**src/rtl/weave_row_if.sv**
```systemverilog
// ---------------------------------------------------------------------------
// weave_row_if
// Bundles the pattern-request and row-output handshake of weave_row_gen.
//
// Signals:
//   warp_in   WIDTH          warp word to expand, sampled on an accepted start
//   mode      2              pattern select, sampled on an accepted start
//   start     1              request a new pattern
//   row_out   WIDTH          current pattern row
//   row_valid 1              row_out/row_idx valid
//   row_ready 1              consumer takes the row when valid & ready
//   row_idx   $clog2(ROWS)   index of the current row
//   busy      1              pattern in progress
//   done      1              one-cycle pulse after the final row is taken
//
// Modports:
//   master  pattern requester / row consumer side
//   slave   the row generator itself
// ---------------------------------------------------------------------------
interface weave_row_if #(
   parameter int WIDTH = 8,
   parameter int ROWS  = 8
);
   localparam int IDX_W = (ROWS > 1) ? $clog2(ROWS) : 1;

   logic [WIDTH-1:0] warp_in;
   logic [1:0]       mode;
   logic             start;
   logic [WIDTH-1:0] row_out;
   logic             row_valid;
   logic             row_ready;
   logic [IDX_W-1:0] row_idx;
   logic             busy;
   logic             done;

   modport master (
      output warp_in, mode, start, row_ready,
      input  row_out, row_valid, row_idx, busy, done
   );

   modport slave (
      input  warp_in, mode, start, row_ready,
      output row_out, row_valid, row_idx, busy, done
   );
endinterface

```
**src/rtl/weave_row_gen.sv**
```systemverilog
// ---------------------------------------------------------------------------
// weave_row_gen
// Expands one warp word into a ROWS-row weave pattern (plain, twill-left,
// twill-right or hold) and hands the rows out one per valid/ready handshake.
//
// Parameters:
//   WIDTH  bits per row
//   ROWS   rows per pattern (>= 2)
//   STEP   rotate distance per row in the twill modes
//
// Ports:
//   clk   rising-edge clock
//   rst   synchronous active-high reset
//   bus   weave_row_if.slave: start/warp_in/mode request, row_out/row_idx/
//         row_valid/row_ready handshake, busy and done status
//
// All outputs come straight from flops.
// ---------------------------------------------------------------------------
module weave_row_gen #(
   parameter int WIDTH = 8,
   parameter int ROWS  = 8,
   parameter int STEP  = 1
) (
   input  logic        clk,
   input  logic        rst,
   weave_row_if.slave  bus
);

   localparam int IDX_W = (ROWS > 1) ? $clog2(ROWS) : 1;
   localparam int SHIFT = STEP % WIDTH;
   localparam logic [IDX_W-1:0] LAST_IDX = IDX_W'(ROWS - 1);

   typedef enum logic {
      IDLE,
      RUN
   } state_e;

   typedef enum logic [1:0] {
      MODE_PLAIN   = 2'b00,
      MODE_TWILL_L = 2'b01,
      MODE_TWILL_R = 2'b10,
      MODE_HOLD    = 2'b11
   } mode_e;

   state_e           state_q, state_d;
   mode_e            mode_q, mode_d;
   logic [WIDTH-1:0] pat_q, pat_d;
   logic [IDX_W-1:0] idx_q, idx_d;
   logic             valid_q, valid_d;
   logic             busy_q, busy_d;
   logic             done_q, done_d;

   // Rotations are done on a doubled copy of the word so that a zero shift
   // falls out naturally without a special case.
   function automatic logic [WIDTH-1:0] rot_left(input logic [WIDTH-1:0] x);
      logic [2*WIDTH-1:0] dbl;
      dbl = {x, x} << SHIFT;
      return dbl[2*WIDTH-1:WIDTH];
   endfunction

   function automatic logic [WIDTH-1:0] rot_right(input logic [WIDTH-1:0] x);
      logic [2*WIDTH-1:0] dbl;
      dbl = {x, x} >> SHIFT;
      return dbl[WIDTH-1:0];
   endfunction

   // The pattern register always holds the row being presented, so each
   // accept only has to derive the following row from the current one:
   // plain flips every row, twill rotates one more STEP, hold keeps it.
   function automatic logic [WIDTH-1:0] next_row(input logic [WIDTH-1:0] cur,
                                                 input mode_e m);
      logic [WIDTH-1:0] nxt;
      nxt = cur;
      case (m)
         MODE_PLAIN:   nxt = ~cur;
         MODE_TWILL_L: nxt = rot_left(cur);
         MODE_TWILL_R: nxt = rot_right(cur);
         MODE_HOLD:    nxt = cur;
         default:      nxt = cur;
      endcase
      return nxt;
   endfunction

   // State register.
   always_ff @(posedge clk) begin
      if (rst) begin
         state_q <= IDLE;
      end else begin
         state_q <= state_d;
      end
   end

   // Datapath and output registers; a reset drops any partial pattern and
   // suppresses the done pulse.
   always_ff @(posedge clk) begin
      if (rst) begin
         mode_q  <= MODE_PLAIN;
         pat_q   <= '0;
         idx_q   <= '0;
         valid_q <= 1'b0;
         busy_q  <= 1'b0;
         done_q  <= 1'b0;
      end else begin
         mode_q  <= mode_d;
         pat_q   <= pat_d;
         idx_q   <= idx_d;
         valid_q <= valid_d;
         busy_q  <= busy_d;
         done_q  <= done_d;
      end
   end

   // Next-state and next-output logic. A start is only looked at in IDLE,
   // which includes the done cycle, so a start during the final accept is
   // dropped while one in the done cycle launches the next pattern.
   always_comb begin
      state_d = state_q;
      mode_d  = mode_q;
      pat_d   = pat_q;
      idx_d   = idx_q;
      valid_d = valid_q;
      busy_d  = busy_q;
      done_d  = 1'b0;

      case (state_q)
         IDLE: begin
            if (bus.start) begin
               state_d = RUN;
               mode_d  = mode_e'(bus.mode);
               pat_d   = bus.warp_in;
               idx_d   = '0;
               valid_d = 1'b1;
               busy_d  = 1'b1;
            end
         end

         RUN: begin
            if (bus.row_ready) begin
               if (idx_q == LAST_IDX) begin
                  state_d = IDLE;
                  idx_d   = '0;
                  valid_d = 1'b0;
                  busy_d  = 1'b0;
                  done_d  = 1'b1;
               end else begin
                  idx_d = idx_q + 1'b1;
                  pat_d = next_row(pat_q, mode_q);
               end
            end
         end

         default: begin
            state_d = IDLE;
            valid_d = 1'b0;
            busy_d  = 1'b0;
         end
      endcase
   end

   assign bus.row_out   = pat_q;
   assign bus.row_idx   = idx_q;
   assign bus.row_valid = valid_q;
   assign bus.busy      = busy_q;
   assign bus.done      = done_q;

endmodule

```
**src/flat_wrapper.sv**
```systemverilog
// flat-port wrapper written by rule: the top's interface ports become plain ports
module weave_row_gen_flat 
#(
   parameter int WIDTH = 8,
   parameter int ROWS  = 8,
   parameter int STEP  = 1
)
  (clk, rst, bus_warp_in, bus_mode, bus_start, bus_row_ready, bus_row_out, bus_row_valid, bus_row_idx, bus_busy, bus_done);
  weave_row_if #(.WIDTH(WIDTH), .ROWS(ROWS)) bus_i ();
  input  logic clk;
  input  logic rst;
  input wire logic [$bits(bus_i.warp_in)-1:0] bus_warp_in;
  input wire logic [$bits(bus_i.mode)-1:0] bus_mode;
  input wire logic [$bits(bus_i.start)-1:0] bus_start;
  input wire logic [$bits(bus_i.row_ready)-1:0] bus_row_ready;
  output wire logic [$bits(bus_i.row_out)-1:0] bus_row_out;
  output wire logic [$bits(bus_i.row_valid)-1:0] bus_row_valid;
  output wire logic [$bits(bus_i.row_idx)-1:0] bus_row_idx;
  output wire logic [$bits(bus_i.busy)-1:0] bus_busy;
  output wire logic [$bits(bus_i.done)-1:0] bus_done;
  assign bus_i.warp_in = bus_warp_in;
  assign bus_i.mode = bus_mode;
  assign bus_i.start = bus_start;
  assign bus_i.row_ready = bus_row_ready;
  assign bus_row_out = bus_i.row_out;
  assign bus_row_valid = bus_i.row_valid;
  assign bus_row_idx = bus_i.row_idx;
  assign bus_busy = bus_i.busy;
  assign bus_done = bus_i.done;
  weave_row_gen #(.WIDTH(WIDTH), .ROWS(ROWS), .STEP(STEP)) u_core (.clk(clk), .rst(rst), .bus(bus_i));
endmodule
```
**config.mk**
```make
export PLATFORM = sky130hd
export DESIGN_NAME = weave_row_gen_flat
export DESIGN_NICKNAME = d
export VERILOG_FILES = /design/src/rtl/weave_row_if.sv /design/src/rtl/weave_row_gen.sv /design/src/flat_wrapper.sv
export SDC_FILE = /design/constraint.sdc
export NUM_CORES = 1
export LEC_CHECK = 0
export ABC_AREA = 0
export BUFFER_PORTS_ARGS = -buffer_cell sky130_fd_sc_hd__buf_2
export CORE_UTILIZATION = 49
export CTS_BUF_LIST = sky130_fd_sc_hd__clkbuf_16
export CTS_CLUSTER_DIAMETER = 120
export CTS_CLUSTER_SIZE = 28
export DETAILED_ROUTE_END_ITERATION = 6
export PLACE_DENSITY = 0.77
export SLEW_MARGIN = 40
export SYNTH_ARGS = -nofsm -noshare
export SYNTH_HDL_FRONTEND = slang
export SYNTH_SLANG_ARGS = --single-unit
```
**constraint.sdc**
```tcl
create_clock -name clk -period 1.95 [get_ports clk]
set_input_delay 0.0975 -clock clk [delete_from_list [all_inputs] [get_ports clk]]
set_output_delay 0.0975 -clock clk [all_outputs]
set_load 0.005 [all_outputs]
```
==> results.py <==
metrics = {
    "outcome": {
        "status": "complete, no violations",
    },
    "worst_setup_path": {
        "crit_arrival_ns": 1.82,
        "r2r_slack_ns": 0.28,
        "reg2reg_depth": 5,
        "cp-end-kind": "flop",
        "path_cells": "ha_1 -> ha_1 -> and4bb_1 -> or2_1 -> a311oi_1",
        "crit_path_top_delay_cell": "dfxtp_1",
        "cp-start-kind": "flop",
        "r2r-end": "u_core.bus.row_out[6]",
        "path_common_cell": "ha_1",
        "critPathMaxFanout": 8,
        "crit_required_ns": 2.09,
        "crit_type": "reg -> reg",
        "max_stage_delay_ns": 0.37,
        "r2r_start": "u_core.bus.row_idx[0]",
    },
    "floorplanning": {
        "row_count": 15,
        "start_util_pct": 52.32,
        "core_area_um2": 1727,
        "num_io_pins": 28,
        "die_y_um": 44.94,
        "die_width_um": 44.94,
        "die_area_um2": 2019,
    },
    "pwr": {
        "power_frac_clock_pct": 41.9,
        "vdd_drop_max_mv": 0.5686,
        "seqPwrFrac_pct": 40.3,
        "internal_power_mw": 0.7078,
        "comb_power_share_pct": 17.8,
        "power_mw": 0.9560,
        "switchingPower_mw": 0.2482,
        "p_leak_nw": 0.4979,
        "switching_share_pct": 25.96,
        "p_per_area_nw_per_um2": 857.6,
    },
    "placed_design": {
        "io_buffers": 27,
        "dp_cells": 149,
        "post-dp-hpwl_mm": 1.414,
        "gp_congestion": 0.8399,
    },
    "route": {
        "wl_per_cell_um": 13.37,
        "drc": 0,
        "routed_wl_mm": 2.045,
        "dr.pass1.iters": 5,
        "vias_per_cell": 5.712,
        "antenna_left": 0,
        "via_count": 874,
        "drtIter0Drc": 27,
    },
    "final_layout": {
        "final_nets": 148,
        "layout-drive-gt1-share_pct": 26.56,
        "insertedDiodeCount": 0,
        "n_fill_cell": 161,
        "stdcell_count": 153,
        "area_growth_pct": 23.41,
    },
    "logic_synthesis": {
        "seq_area_frac_synth_pct": 35.46,
        "syn_area_um2": 903.4,
        "avgSynthCellArea_um2": 8.603,
        "synth-seq-cells": 16,
        "synth_warnings": 0,
        "synth_nets": 124,
        "synth_cell_types": 25,
        "netlist_instances": 105,
    },
    "clock_network": {
        "htreeDepth": 1,
        "cts_tree": "yes",
        "cts_root_buf": "clkbuf_16",
        "cts_setup_buffers": 0,
        "cts_buffer_depth": 2,
        "clock_latency_ns": 0.24,
        "hold_buffers": 0,
        "path_clk_slew_ns": 0.05,
        "cts_buffers": 3,
        "cts.sink_count": 16,
        "post_cts_resize_count": 0,
    },
    "timing": {
        "max-slew-margin-rel_pct": 68.03,
        "final-setup-viol-count": 0,
        "period_share_pct": 85.74,
        "finalHoldViolCount": 0,
        "fin_crit_ns": 1.672,
        "worst_pin_slew_ns": 0.4786,
        "fmaxAchievable_ghz": 0.5981,
        "finClkSkew_ns": 0.002777,
        "setup_tns_ns": 0,
        "drv_slew": 0,
        "rsz0062_at_grt": "no",
    },
    "grt": {
        "track_usage_pct": 22.23,
        "grt_pass1_wl_mm": 3.339,
        "grt_pass1_vias": 745,
        "grt_overflow_total": 0,
        "grt_max_degree": 17,
        "antenna_found_initial": 0,
    },
    "worst_hold_path": {
        "whs_path_depth": 3,
        "holdCritStartpoint": "bus_mode[1]",
        "holdCritPathClass": "in -> reg",
        "min_to": "u_core.mode_q[1]",
    },
    "job": {
        "max_cap_viol_count": 0,
    },
}
-- cells by family (layout without fill, tap and decap cells) --
group / Yosys count / in the layout / share of synthesized area [%]
compound gates: 20 / 20 / 19.94
fa+ha+maj: 5 / 5 / 6.925
mux: 3 / 3 / 3.324
buf+inv: 13 / 36 / 7.064
simple gates: 48 / 48 / 27.29
flops: 16 / 16 / 35.46
-- power groups by stage --
stage | sequential (mW) | combinational, mW | clock, mW
detailed placement | 0.391 | 0.168 | 0
floorplan | 0.384 | 0.121 | 0
finish | 0.385 | 0.170 | 0.401
global placement | 0.389 | 0.165 | 0
CTS | 0.384 | 0.169 | 0.398
global route | 0.390 | 0.191 | 0.422
-- layout make-up --
| class | count | area, um2 | share of cell area [%] |
|---|---|---|---|
| inverter | 2 | 7.507 | 0.6734 |
| timing repair buffer | 30 | 157.7 | 14.14 |
| sequential | 16 | 320.3 | 28.73 |
| clock buffer | 3 | 75.07 | 6.734 |
| multi-input combinational | 76 | 519.2 | 46.58 |
| tap | 25 | 31.28 | 2.806 |
| clock inverter | 1 | 3.754 | 0.3367 |
-- layer usage --
layer	up-vias	GRT usage, %	wire length, um
met5	-	0	0
met4	0	9.697	4
met3	2	5.200	92
met2	29	30.43	899
met1	406	32.76	1048
li1	437	-	-
-- Yosys cell counts --
cell / number / share of area (%)
inv_1: 2 / 0.83
buf_6: 1 / 1.2
dfxtp_1: 16 / 35
nand3_1: 9 / 5.0
and4bb_1: 1 / 1.4
nor2b_1: 1 / 0.69
buf_1: 1 / 0.42
ha_1: 5 / 6.9
a21oi_1: 3 / 1.7
or3_1: 1 / 0.69
buf_4: 1 / 0.83
a311oi_1: 7 / 6.8
a221o_1: 8 / 8.9
mux2i_1: 3 / 3.3
nor3b_1: 1 / 0.83
nand4b_1: 1 / 0.97
or2_1: 1 / 0.69
nor3_1: 8 / 4.4
nand2b_1: 8 / 5.5
a32oi_1: 1 / 0.97
nor2_1: 6 / 2.5
buf_2: 3 / 1.7
clkbuf_1: 5 / 2.1
nand2_1: 11 / 4.6
a311oi_2: 1 / 1.7
-- flip-flops by register name, summed over array words and instances, names as in the netlist --
signal and cells:
u_core.bus.row_valid 1, u_core.bus.done 1, u_core.mode_q 2, u_core.bus.row_out 8
u_core.bus.row_idx 3, u_core.state_q 1
-- placed cells by master (no fill, tap or decap) --
cell / netlist / layout
buf_2: 3 / 27
dfxtp_1: 16 / 16
nand2_1: 11 / 11
nand3_1: 9 / 9
a221o_1: 8 / 8
nand2b_1: 8 / 8
nor3_1: 8 / 8
a311oi_1: 7 / 7
nor2_1: 6 / 6
ha_1: 5 / 5
mux2i_1: 3 / 3
a21oi_1: 3 / 3
clkbuf_16: 0 / 3
buf_4: 1 / 3
inv_1: 2 / 2
nor2b_1: 1 / 1
and4bb_1: 1 / 1
or2_1: 1 / 1
a311oi_2: 1 / 1
nand4b_1: 1 / 1
or3_1: 1 / 1
a32oi_1: 1 / 1
nor3b_1: 1 / 1
clkinv_1: 0 / 1
-- through the flow --
| step | util, % | worst slack, ns | hold WS [ns] | area (um2) |
|---|---|---|---|---|
| 6_report | 64.57 | 0.2780 | 0.08776 | 1115 |
| 5_1_grt | 64.57 | 0.1889 | 0.1209 | 1115 |
| 4_1_cts | 64.57 | 0.3006 | 0.09443 | 1115 |
| 3_5_place_dp | 60.00 | 0.3260 | 0.3447 | 1036 |
| 3_3_place_gp | 60.00 | 0.3663 | 0.3365 | 1036 |
| 2_1_floorplan | - | 0.3229 | 0.2447 | 903.4 |
-- worst max path at each step --
stage / start / slack [ns] / endpoint / depth (start not counted)
2_1_floorplan: u_core.bus.row_idx[0] / 0.32 / u_core.bus.row_out[2] / 7
3_3_place_gp: u_core.bus.row_idx[0] / 0.37 / u_core.bus.row_out[0] / 5
3_5_place_dp: u_core.bus.row_idx[0] / 0.33 / u_core.bus.row_out[2] / 5
4_1_cts: u_core.bus.row_idx[0] / 0.30 / u_core.bus.row_out[6] / 5
5_1_grt: u_core.mode_q[0] / 0.19 / u_core.bus.row_out[6] / 5
6_report: u_core.bus.row_idx[0] / 0.28 / u_core.bus.row_out[6] / 5
-- worst max-delay path, delay by kind of cell, from the launching register on --
family	cells	cell delay [ns]
fa+ha+maj	2	0.39
flops	1	0.37
compound gates	1	0.28
simple gates	2	0.54
(Power assumes the default switching activity.)
